--- src/rtl/lsu_stage.sv ---
// lsu_stage: single-outstanding load/store unit downstream of the ALU.
// Issues one word-wide request/acknowledge bus transaction per command and
// returns sign/zero-extended load data for register writeback.
// Optional: define LSU_TIMEOUT_EN to abort a transaction after TIMEOUT WAIT
// cycles without MEM_ACK (ERR pulse, no LD_WE).
module lsu_stage #(
    parameter int TIMEOUT = 255
) (
    input  logic        CLK,
    input  logic        N_RST,
    input  logic [5:0]  LSU_OP,
    input  logic [31:0] O,
    input  logic [31:0] D,
    output logic        BUSY,
    output logic [31:0] LD_DATA,
    output logic        LD_WE,
    output logic        ERR,
    output logic        MEM_REQ,
    output logic        MEM_WE,
    output logic [29:0] MEM_ADDR,
    output logic [3:0]  MEM_BE,
    output logic [31:0] MEM_WDATA,
    input  logic [31:0] MEM_RDATA,
    input  logic        MEM_ACK
);

    typedef enum logic [0:0] {ST_IDLE = 1'b0, ST_WAIT = 1'b1} state_t;

    state_t      state_r;
    state_t      state_nxt_s;

    logic        cmd_s;
    logic        is_store_s;
    logic        illegal_s;
    logic        accept_s;
    logic        done_s;
    logic        timeout_s;
    logic [1:0]  size_s;
    logic [3:0]  be_s;
    logic [31:0] wdata_s;

    logic        req_r;
    logic        we_r;
    logic [29:0] addr_r;
    logic [3:0]  be_r;
    logic [31:0] wdata_r;
    logic [1:0]  size_r;
    logic        sign_r;
    logic [1:0]  off_r;
    logic [31:0] ld_data_r;
    logic        ld_we_r;
    logic        err_r;

    logic        req_nxt_s;
    logic        ld_we_nxt_s;
    logic        err_nxt_s;

    // LSU_OP[5] is reserved and deliberately has no effect.
    logic        unused_s;
    assign unused_s = ^{LSU_OP[5], TIMEOUT};

    // Select the addressed lane of a read word and extend it to 32 bits.
    function automatic logic [31:0] extend_load(input logic [31:0] rdata,
                                                input logic [1:0]  size,
                                                input logic [1:0]  off,
                                                input logic        sign);
        logic [31:0] lane;
        logic [31:0] res;
        lane = rdata >> {off, 3'b000};
        case (size)
            2'b00:   res = {{24{sign & lane[7]}}, lane[7:0]};
            2'b01:   res = {{16{sign & lane[15]}}, lane[15:0]};
            default: res = rdata;
        endcase
        return res;
    endfunction

    assign size_s     = LSU_OP[3:2];
    assign cmd_s      = (LSU_OP[1:0] != 2'b00);
    assign is_store_s = (LSU_OP[1:0] == 2'b10);
    assign accept_s   = (state_r == ST_IDLE) && cmd_s && !illegal_s;
    assign done_s     = (state_r == ST_WAIT) && MEM_ACK;

    // Decode command legality, byte enables and replicated write data.
    always_comb begin
        be_s      = 4'b0000;
        wdata_s   = 32'h0000_0000;
        illegal_s = (LSU_OP[1:0] == 2'b11);
        case (size_s)
            2'b00: begin
                be_s    = 4'b0001 << O[1:0];
                wdata_s = {4{D[7:0]}};
            end
            2'b01: begin
                be_s      = O[1] ? 4'b1100 : 4'b0011;
                wdata_s   = {2{D[15:0]}};
                illegal_s = illegal_s | O[0];
            end
            2'b10: begin
                be_s      = 4'b1111;
                wdata_s   = D;
                illegal_s = illegal_s | (O[1:0] != 2'b00);
            end
            default: begin
                illegal_s = 1'b1;
            end
        endcase
    end

`ifdef LSU_TIMEOUT_EN
    localparam logic [31:0] TO_LAST = 32'(TIMEOUT - 1);
    logic [31:0] cnt_r;

    // Count WAIT cycles; restarted whenever a transaction is launched.
    always_ff @(posedge CLK or negedge N_RST) begin
        if (!N_RST) begin
            cnt_r <= 32'd0;
        end else if (accept_s) begin
            cnt_r <= 32'd0;
        end else if (state_r == ST_WAIT) begin
            cnt_r <= cnt_r + 32'd1;
        end else begin
            cnt_r <= cnt_r;
        end
    end

    // An acknowledge on the expiry edge still completes normally.
    assign timeout_s = (state_r == ST_WAIT) && !MEM_ACK && (cnt_r == TO_LAST);
`else
    assign timeout_s = 1'b0;
`endif

    // State register.
    always_ff @(posedge CLK or negedge N_RST) begin
        if (!N_RST) begin
            state_r <= ST_IDLE;
        end else begin
            state_r <= state_nxt_s;
        end
    end

    // Next-state logic.
    always_comb begin
        state_nxt_s = state_r;
        case (state_r)
            ST_IDLE: begin
                if (accept_s) begin
                    state_nxt_s = ST_WAIT;
                end else begin
                    state_nxt_s = ST_IDLE;
                end
            end
            ST_WAIT: begin
                if (done_s || timeout_s) begin
                    state_nxt_s = ST_IDLE;
                end else begin
                    state_nxt_s = ST_WAIT;
                end
            end
            default: state_nxt_s = ST_IDLE;
        endcase
    end

    // Next values of the registered handshake and status outputs.
    always_comb begin
        req_nxt_s   = req_r;
        ld_we_nxt_s = 1'b0;
        err_nxt_s   = 1'b0;
        if (accept_s) begin
            req_nxt_s = 1'b1;
        end else if (done_s || timeout_s) begin
            req_nxt_s = 1'b0;
        end else begin
            req_nxt_s = req_r;
        end
        ld_we_nxt_s = done_s && !we_r;
        err_nxt_s   = ((state_r == ST_IDLE) && cmd_s && illegal_s) || timeout_s;
    end

    // Output and transaction-context registers.
    always_ff @(posedge CLK or negedge N_RST) begin
        if (!N_RST) begin
            req_r     <= 1'b0;
            we_r      <= 1'b0;
            addr_r    <= 30'd0;
            be_r      <= 4'b0000;
            wdata_r   <= 32'h0000_0000;
            size_r    <= 2'b00;
            sign_r    <= 1'b0;
            off_r     <= 2'b00;
            ld_data_r <= 32'h0000_0000;
            ld_we_r   <= 1'b0;
            err_r     <= 1'b0;
        end else begin
            req_r   <= req_nxt_s;
            ld_we_r <= ld_we_nxt_s;
            err_r   <= err_nxt_s;
            if (accept_s) begin
                we_r    <= is_store_s;
                addr_r  <= O[31:2];
                be_r    <= be_s;
                wdata_r <= wdata_s;
                size_r  <= size_s;
                sign_r  <= LSU_OP[4];
                off_r   <= O[1:0];
            end
            if (ld_we_nxt_s) begin
                ld_data_r <= extend_load(MEM_RDATA, size_r, off_r, sign_r);
            end
        end
    end

    assign BUSY      = req_r;
    assign MEM_REQ   = req_r;
    assign MEM_WE    = we_r;
    assign MEM_ADDR  = addr_r;
    assign MEM_BE    = be_r;
    assign MEM_WDATA = wdata_r;
    assign LD_DATA   = ld_data_r;
    assign LD_WE     = ld_we_r;
    assign ERR       = err_r;

endmodule

--- config.mk ---
export PLATFORM = sky130hd
export DESIGN_NAME = lsu_stage
export DESIGN_NICKNAME = d
export VERILOG_FILES = /design/src/rtl/lsu_stage.sv
export SDC_FILE = /design/constraint.sdc
export NUM_CORES = 1
export LEC_CHECK = 0
export ABC_AREA = 1
export BUFFER_PORTS_ARGS = -buffer_cell sky130_fd_sc_hd__clkbuf_2
export CAP_MARGIN = 5
export CELL_PAD_IN_SITES_DETAIL_PLACEMENT = 0
export CELL_PAD_IN_SITES_GLOBAL_PLACEMENT = 1
export CORE_MARGIN = 3
export CORE_UTILIZATION = 35
export CTS_CLUSTER_SIZE = 10
export DETAILED_ROUTE_END_ITERATION = 8
export GPL_ROUTABILITY_DRIVEN = 0
export PLACE_DENSITY = 0.86
export SYNTH_ARGS = -nofsm -noshare
export SYNTH_HDL_FRONTEND = slang
export SYNTH_SLANG_ARGS = --single-unit
--- constraint.sdc ---
create_clock -name CLK -period 1.4 [get_ports CLK]
set_input_delay 0 -clock CLK [delete_from_list [all_inputs] [get_ports CLK]]
set_output_delay 0 -clock CLK [all_outputs]
set_load 0.005 [all_outputs]
==> run_results.csv, run 1 <==
group,metric,value,unit
run_status,violations,"negative hold slack",
setup_path,r2r_cells,8,
route,drt-pass1-iter-count,6,
power_and_ir_drop,intPower,0.00790,W
sta,hold_ws,-3.18,ps
route,drt_first_iter_violations,352,
yosys,syn_area,5550,sq um
yosys,ys_seq_area_share,48.7,%
die,core-area,15400,sq um
setup_path,crit_top_cell,"nand2_1",
cells_and_area,nets,1134,
setup_path,crit_slowest_cell,"dfrtp_2",
power_and_ir_drop,comb_power_share,39.5,%
setup_path,worstSetupPathType,"flip-flop to flip-flop",
yosys,yosysMostFrequentCell,"nand2_1",
yosys,synth_flop_cell,"dfrtp_1",
setup_path,cp-start-kind,"flip-flop",
power_and_ir_drop,p_clk_share,20.7,%
global_routing,grt_start_max_net_pins,44,
die,die_y,132,microns
die,rows,45,
die,initial_core_util,36.1,%
sta,worstMarginPinSlew,304,ps
power_and_ir_drop,seqPwrFrac,39.9,%
route,wl_met3,1260,microns
setup_path,crit_fanout,8,
power_and_ir_drop,power.density,1540,nW/um^2
setup_path,critPathBufInv,2,
sta,slew_violations,0,
sta,rsz0062_at_grt,"yes",
yosys,synth_edf_count,0,
route,wl_per_cell,13.9,microns
global_routing,grt_pass1_vias,5498,
route,drc_errors,0,
setup_path,r2r_slack,60,ps
placed_design,io_buffers,206,
global_routing,grt_usage,19.5,%
clock_tree,worstSkewPairLatency,350,ps
yosys,yosysUniqueCellTypes,26,
global_routing,grt_pass1_wl,28000,microns
clock_tree,path_clk_slew,80,ps
cells_and_area,drive_gt1_share,30.8,%
route,vias_per_cell,4.62,
yosys,postSynth.asyncResetShare,100,%
setup_path,reg2reg_to,"LD_DATA[17]",
setup_path,arrival,1640,ps
power_and_ir_drop,peakVddDrop,0.000814,V
cells_and_area,n_antenna_cell,0,
power_and_ir_drop,switching_power,0.00462,W
sta,fin_worst_skew,10.2,ps
clock_tree,cts_tree,"done",
sta,fmax,0.745,GHz
setup_path,crit_required,1700,ps
hold_path,whs_path_depth,5,
yosys,synth_top_area_cell,"dfrtp_1",
sta,max_slew_margin,79.8,%
setup_path,cp_cell_sequence,"buf_12 > nor2_8 > nand2_1 > nand2_4 > nand3_4 > nand3_2 > nand2_1 > inv_1",
route,wirelength,17200,microns
global_routing,globalRoute.totalOverflow,0,
yosys,syn_avg_cell_area,7.47,sq um
setup_path,slowest_delay,460,ps
power_and_ir_drop,power.leakage,4.47,nW
cells_and_area,area.growth.synth_to_final,46.6,%
route,wl_met2,8030,microns
sta,fin_crit_sh,95.9,%
cells_and_area,nFillCells,1497,
route,dr.max_layer_used,"met4",
hold_path,hp-class,"input port to flip-flop",
yosys,ys_ff_latch,108,
yosys,synth.net_count,852,
cells_and_area,multi_input_area,2410,sq um
sta,period_needed,1340,ps
run,maxCapViolCount,0,
clock_tree,cts-root-buf,"clkbuf_16",
hold_path,hold_start,"MEM_RDATA[16]",
yosys,synthesis.instances,743,
sta,setup_violations,0,
run_status,status,"finished with violations",
cells_and_area,finalNonFillerCells,1241,
route,ant_nets,0,
cells_and_area,register_area,2710,sq um
route,wl_met1,7720,microns
clock_tree,clk_path_buf_depth,2,
yosys,ys_top_cells_by_area,"dfrtp_1 (49%), nand2_1 (20%), o21ai_0 (5.7%), a21oi_1 (5.1%), inv_1 (5.1%)",
placed_design,dp_hpwl,12100,microns
hold_path,holdPathEnd,"LD_DATA[16]",
sta,fin_tns_setup,0,ps
yosys,synth_warnings,0,
die,die_w,132,microns
global_routing,antenna_found_initial,0,
clock_tree,htreeDepth,3,
setup_path,r2r_start,"off_r[0]",
die,io_pins,208,
route,vias,5735,
clock_tree,numCtsBuffers,9,
placed_design,placedCellCount,1157,
yosys,synth_top_area_share,48.7,%
sta,hold_viol,1,
setup_path,critical-path-top-delay-family,"simple AND/OR/NAND/NOR gates",
clock_tree,clock-sinks,108,
power_and_ir_drop,p_sw_share,36.9,%
setup_path,critPathCaptureType,"flip-flop",
yosys,yosys-top-cells-count,"nand2_1 (302), dfrtp_1 (108), inv_1 (75), o21ai_0 (63), a21oi_1 (57)",
die,die_area,17400,sq um
cells_and_area,finalCoreUtilization,52.9,%
## cell usage in the layout, fill, tap and decap left out, types with 4 or more instances in the layout
master / n
clkbuf_16: 10
clkbuf_2: 205
inv_1: 73
nor2_1: 15
a21oi_1: 48
inv_2: 4
o21ai_0: 60
or2_2: 16
nand2_2: 5
nand3_1: 19
dlygate4sd3_1: 65
ha_1: 4
buf_4: 24
nand2_1: 298
a21oi_2: 9
nand3_2: 10
buf_12: 12
o21ai_1: 20
dfrtp_1: 106
## per-stage QoR
stage / worst slack (ps) / total power [W] / cell area (sq um)
after global routing: -51.5 / 0.0135 / 8130
after detailed placement: -49.3 / 0.00963 / 7020
after global placement: -0.0441 / 0.00953 / 7020
final: 57.8 / 0.0125 / 8130
after floorplan: 119 / 0.00733 / 5550
after CTS: 17.4 / 0.0124 / 7970
## what timing repair did
| item | CTS | global route |
|---|---|---|
| setup endpoints to repair | 1 | 38 |
| pin swaps | 0 | 9 |
| gates cloned | 0 | 2 |
| buffers inserted | 0 | 1 |
| hold buffers | 65 | 0 |
| hold endpoints to repair | 173 | 0 |
| resized for setup | 1 | 36 |
## cell type report
class	instances	area share [%]
clock buffers	10	2.94
clock inverters	6	0.769
inverters	81	3.83
multi-input cells	516	29.6
flip-flops and latches	108	33.3
well taps	211	3.25
repair buffers	309	26.4
## metal layers
layer	vias to the layer above	global-route usage, %
li1	2878	-
met4	0	4.55
met3	17	5.76
met5	-	0
met2	219	31.5
met1	2621	25.9
## registers in the layout (all words and copies together), names as in the netlist
signal / cells
BUSY: 1
ERR: 1
LD_DATA: 32
LD_WE: 1
MEM_ADDR: 30
MEM_BE: 4
MEM_WDATA: 32
MEM_WE: 1
off_r: 2
sign_r: 1
size_r: 2
state_r: 1
## worst max path at each step
| stage | from | endpoint | cells after the start |
|---|---|---|---|
| CTS | off_r[0] | LD_DATA[16] | 8 |
| detailed placement | LSU_OP[3] | MEM_WDATA[22] | 9 |
| global route | state_r | LD_DATA[28] | 8 |
| finish | off_r[0] | LD_DATA[17] | 8 |
| floorplan | off_r[0] | LD_DATA[21] | 9 |
| global placement | off_r[0] | LD_DATA[1] | 6 |
## worst register-to-register path, cell delays in order, from the launching register on
cell     delay, ps
dfrtp_2        460
buf_12         160
nor2_8         100
nand2_1         80
nand2_4        110
nand3_4        160
nand3_2        120
nand2_1         50
inv_1           40
## power by group through the flow
stage / Combinational [W] / Clock [W] / Sequential, W
2_1_floorplan: 0.00237 / 0 / 0.00497
3_3_place_gp: 0.00454 / 0 / 0.00498
3_5_place_dp: 0.00463 / 0 / 0.00499
4_1_cts: 0.00478 / 0.00267 / 0.00496
5_1_grt: 0.00553 / 0.00279 / 0.00513
6_report: 0.00494 / 0.00259 / 0.00499
## cells by family (layout without fill, tap and decap cells)
family	Yosys count	after routing	synth area share, %
and+or+nand+nor	370	371	27.5
adders and majority gates	4	4	0.902
AOI/OAI and AO/OA	141	141	12.9
DFF	108	108	48.7
buffers and inverters	120	406	9.99
No activity file was read; power rests on OpenSTA's default activity.
==> inputs of run 2 (changes only) <==
Settings changed: CORE_UTILIZATION 35 to 36, CTS_BUF_LIST set to sky130_fd_sc_hd__clkbuf_4 sky130_fd_sc_hd__clkbuf_8, PLACE_DENSITY 0.86 to 0.88.
==> run_results.csv, run 2 (synthesis results as in run 1) <==
group,metric,value,unit
global_routing,grt_usage,20.1,%
setup_path,crit_required,1740,ps
power_and_ir_drop,peakVddDrop,0.000744,V
setup_path,r2r_slack,30,ps
route,vias,5915,
cells_and_area,finalCoreUtilization,56.5,%
cells_and_area,design_area,8370,sq um
sta,setup_violations,0,
clock_tree,numCtsBuffers,9,
die,rows,44,
sta,fmax,0.730,GHz
setup_path,worstSetupPathType,"flip-flop to flip-flop",
setup_path,reg2reg_to,"LD_DATA[22]",
cells_and_area,finalNonFillerCells,1250,
power_and_ir_drop,p_sw_share,37.8,%
setup_path,r2r_start,"off_r[0]",
hold_path,holdPathEnd,"LD_DATA[3]",
clock_tree,worstSkewPairLatency,400,ps
route,vias_per_cell,4.73,
sta,rsz0062_at_grt,"yes",
sta,hold_ws,-27.0,ps
cells_and_area,area.growth.synth_to_final,50.9,%
cells_and_area,nFillCells,1336,
power_and_ir_drop,power.density,1440,nW/um^2
power_and_ir_drop,power.leakage,4.62,nW
setup_path,arrival,1710,ps
hold_path,hp-class,"input port to flip-flop",
power_and_ir_drop,comb_power_share,42.7,%
sta,worstMarginPinSlew,603,ps
die,die_y,130,microns
route,wirelength,18100,microns
hold_path,hold_start,"MEM_RDATA[11]",
sta,period_needed,1370,ps
global_routing,grt_start_max_net_pins,109,
die,die_w,130,microns
die,initial_core_util,37.5,%
run_status,violations,"negative hold slack",
clock_tree,clk_path_buf_depth,2,
cells_and_area,register_area,2710,sq um
sta,max_slew_margin,59.8,%
power_and_ir_drop,intPower,0.00750,W
run_status,status,"finished with violations",
clock_tree,clock-sinks,108,
run,maxCapViolCount,0,
setup_path,critPathCaptureType,"flip-flop",
global_routing,grt_pass1_wl,27200,microns
global_routing,grt_pass1_vias,5614,
die,core-area,14800,sq um
cells_and_area,n_antenna_cell,0,
route,wl_met3,1200,microns
route,wl_met2,8670,microns
clock_tree,cts_tree,"done",
sta,fin_tns_setup,0,ps
hold_path,whs_path_depth,5,
route,ant_nets,0,
global_routing,antenna_found_initial,0,
global_routing,globalRoute.totalOverflow,0,
sta,slew_violations,0,
route,drt-pass1-iter-count,6,
sta,hold_viol,1,
route,drc_errors,0,
power_and_ir_drop,p_clk_share,16.1,%
clock_tree,path_clk_slew,110,ps
setup_path,r2r_cells,9,
cells_and_area,layout_commonest_cell,"nand2_1",
placed_design,dp_hpwl,11700,microns
sta,fin_worst_skew,19.0,ps
route,drt_first_iter_violations,376,
sta,fin_crit_sh,97.9,%
setup_path,cp-start-kind,"flip-flop",
setup_path,crit_fanout,24,
cells_and_area,nets,1170,
route,wl_met1,7910,microns
die,die_area,16900,sq um
clock_tree,htreeDepth,3,
placed_design,placedCellCount,1124,
cells_and_area,multi_input_area,2330,sq um
die,io_pins,208,
clock_tree,cts-root-buf,"clkbuf_8",
cells_and_area,drive_gt1_share,28.8,%
placed_design,placed_cell_area,6900,sq um
placed_design,io_buffers,206,
route,dr.max_layer_used,"met4",
power_and_ir_drop,switching_power,0.00455,W
cells_and_area,layout_common_cells,"nand2_1 (301), clkbuf_2 (204), dfrtp_1 (105), dlygate4sd3_1 (96), inv_1 (71)",
power_and_ir_drop,seqPwrFrac,41.3,%
route,wl_per_cell,14.5,microns
==> run 2: cell types whose count changed in the layout (fill, tap and decap cells not counted), moves of 2 or more <==
cell           previous run  this run
nand2_2                   5         3
nand2_1                 298       301
clkbuf_16                10         6
o21ai_1                  20        22
nand3_1                  19        28
nand3_2                  10         1
a21oi_1                  48        55
dlygate4sd3_1            65        96
a21oi_2                   9         2
clkbuf_8                  1        10
o21ai_0                  60        57
inv_1                    73        71
inv_2                     4         6
==> run 2: worst max-delay path by stage <==
stage	start	slack, ps	cells past startpoint	endpoint
6_report	off_r[0]	30	9	LD_DATA[22]
5_1_grt	off_r[0]	-70	8	LD_DATA[22]
4_1_cts	state_r	8	8	LD_DATA[22]
3_5_place_dp	LSU_OP[2]	-80	10	MEM_WDATA[11]
3_3_place_gp	LSU_OP[2]	-20	10	MEM_WDATA[11]
2_1_floorplan	off_r[0]	120	9	LD_DATA[21]
==> run 2: critical path, stage by stage, from the launching register on <==
cell and delay, ps:
dfrtp_2 470, buf_12 170, nand2_1 60, nand3_1 70, nand2_1 100, nand3_2 90
buf_12 180, nand3_1 70, nand2_1 60, inv_1 50
==> run 2: layer usage <==
layer,track usage [%],up-vias
met5,0,-
met4,6.78,0
met3,3.52,23
met2,33.0,219
met1,26.9,2714
li1,-,2959
==> run 2: layout make-up <==
cell class              instances  share of cell area, %
repair buffers                345                   31.0
multi-input cells             516                   27.8
flip-flops and latches        108                   32.3
clock inverters                 6                  0.643
well taps                     184                   2.75
inverters                      81                   3.84
clock buffers                  10                   1.64
==> run 2: what timing repair did <==
action | CTS | global route
hold buffers | 96 | 0
cloned | 1 | 7
endpoints found under the setup margin | 7 | 100
pin swaps | 0 | 2
resized for setup | 2 | 30
setup buffers | 0 | 6
hold endpoints to repair | 202 | 0
==> run 2: metrics by stage <==
stage / total power (W) / worst slack [ps]
floorplan: 0.00733 / 119
global placement: 0.00945 / -24.9
detailed placement: 0.00954 / -82.7
CTS: 0.0118 / 7.97
global route: 0.0130 / -73.1
finish: 0.0121 / 29.9
==> run 2: power by group through the flow <==
stage	Combinational, W	Clock, W	Sequential, W
3_3_place_gp	0.00446	0	0.00499
2_1_floorplan	0.00237	0	0.00497
4_1_cts	0.00486	0.00200	0.00495
6_report	0.00514	0.00194	0.00497
5_1_grt	0.00577	0.00210	0.00510
3_5_place_dp	0.00456	0	0.00497
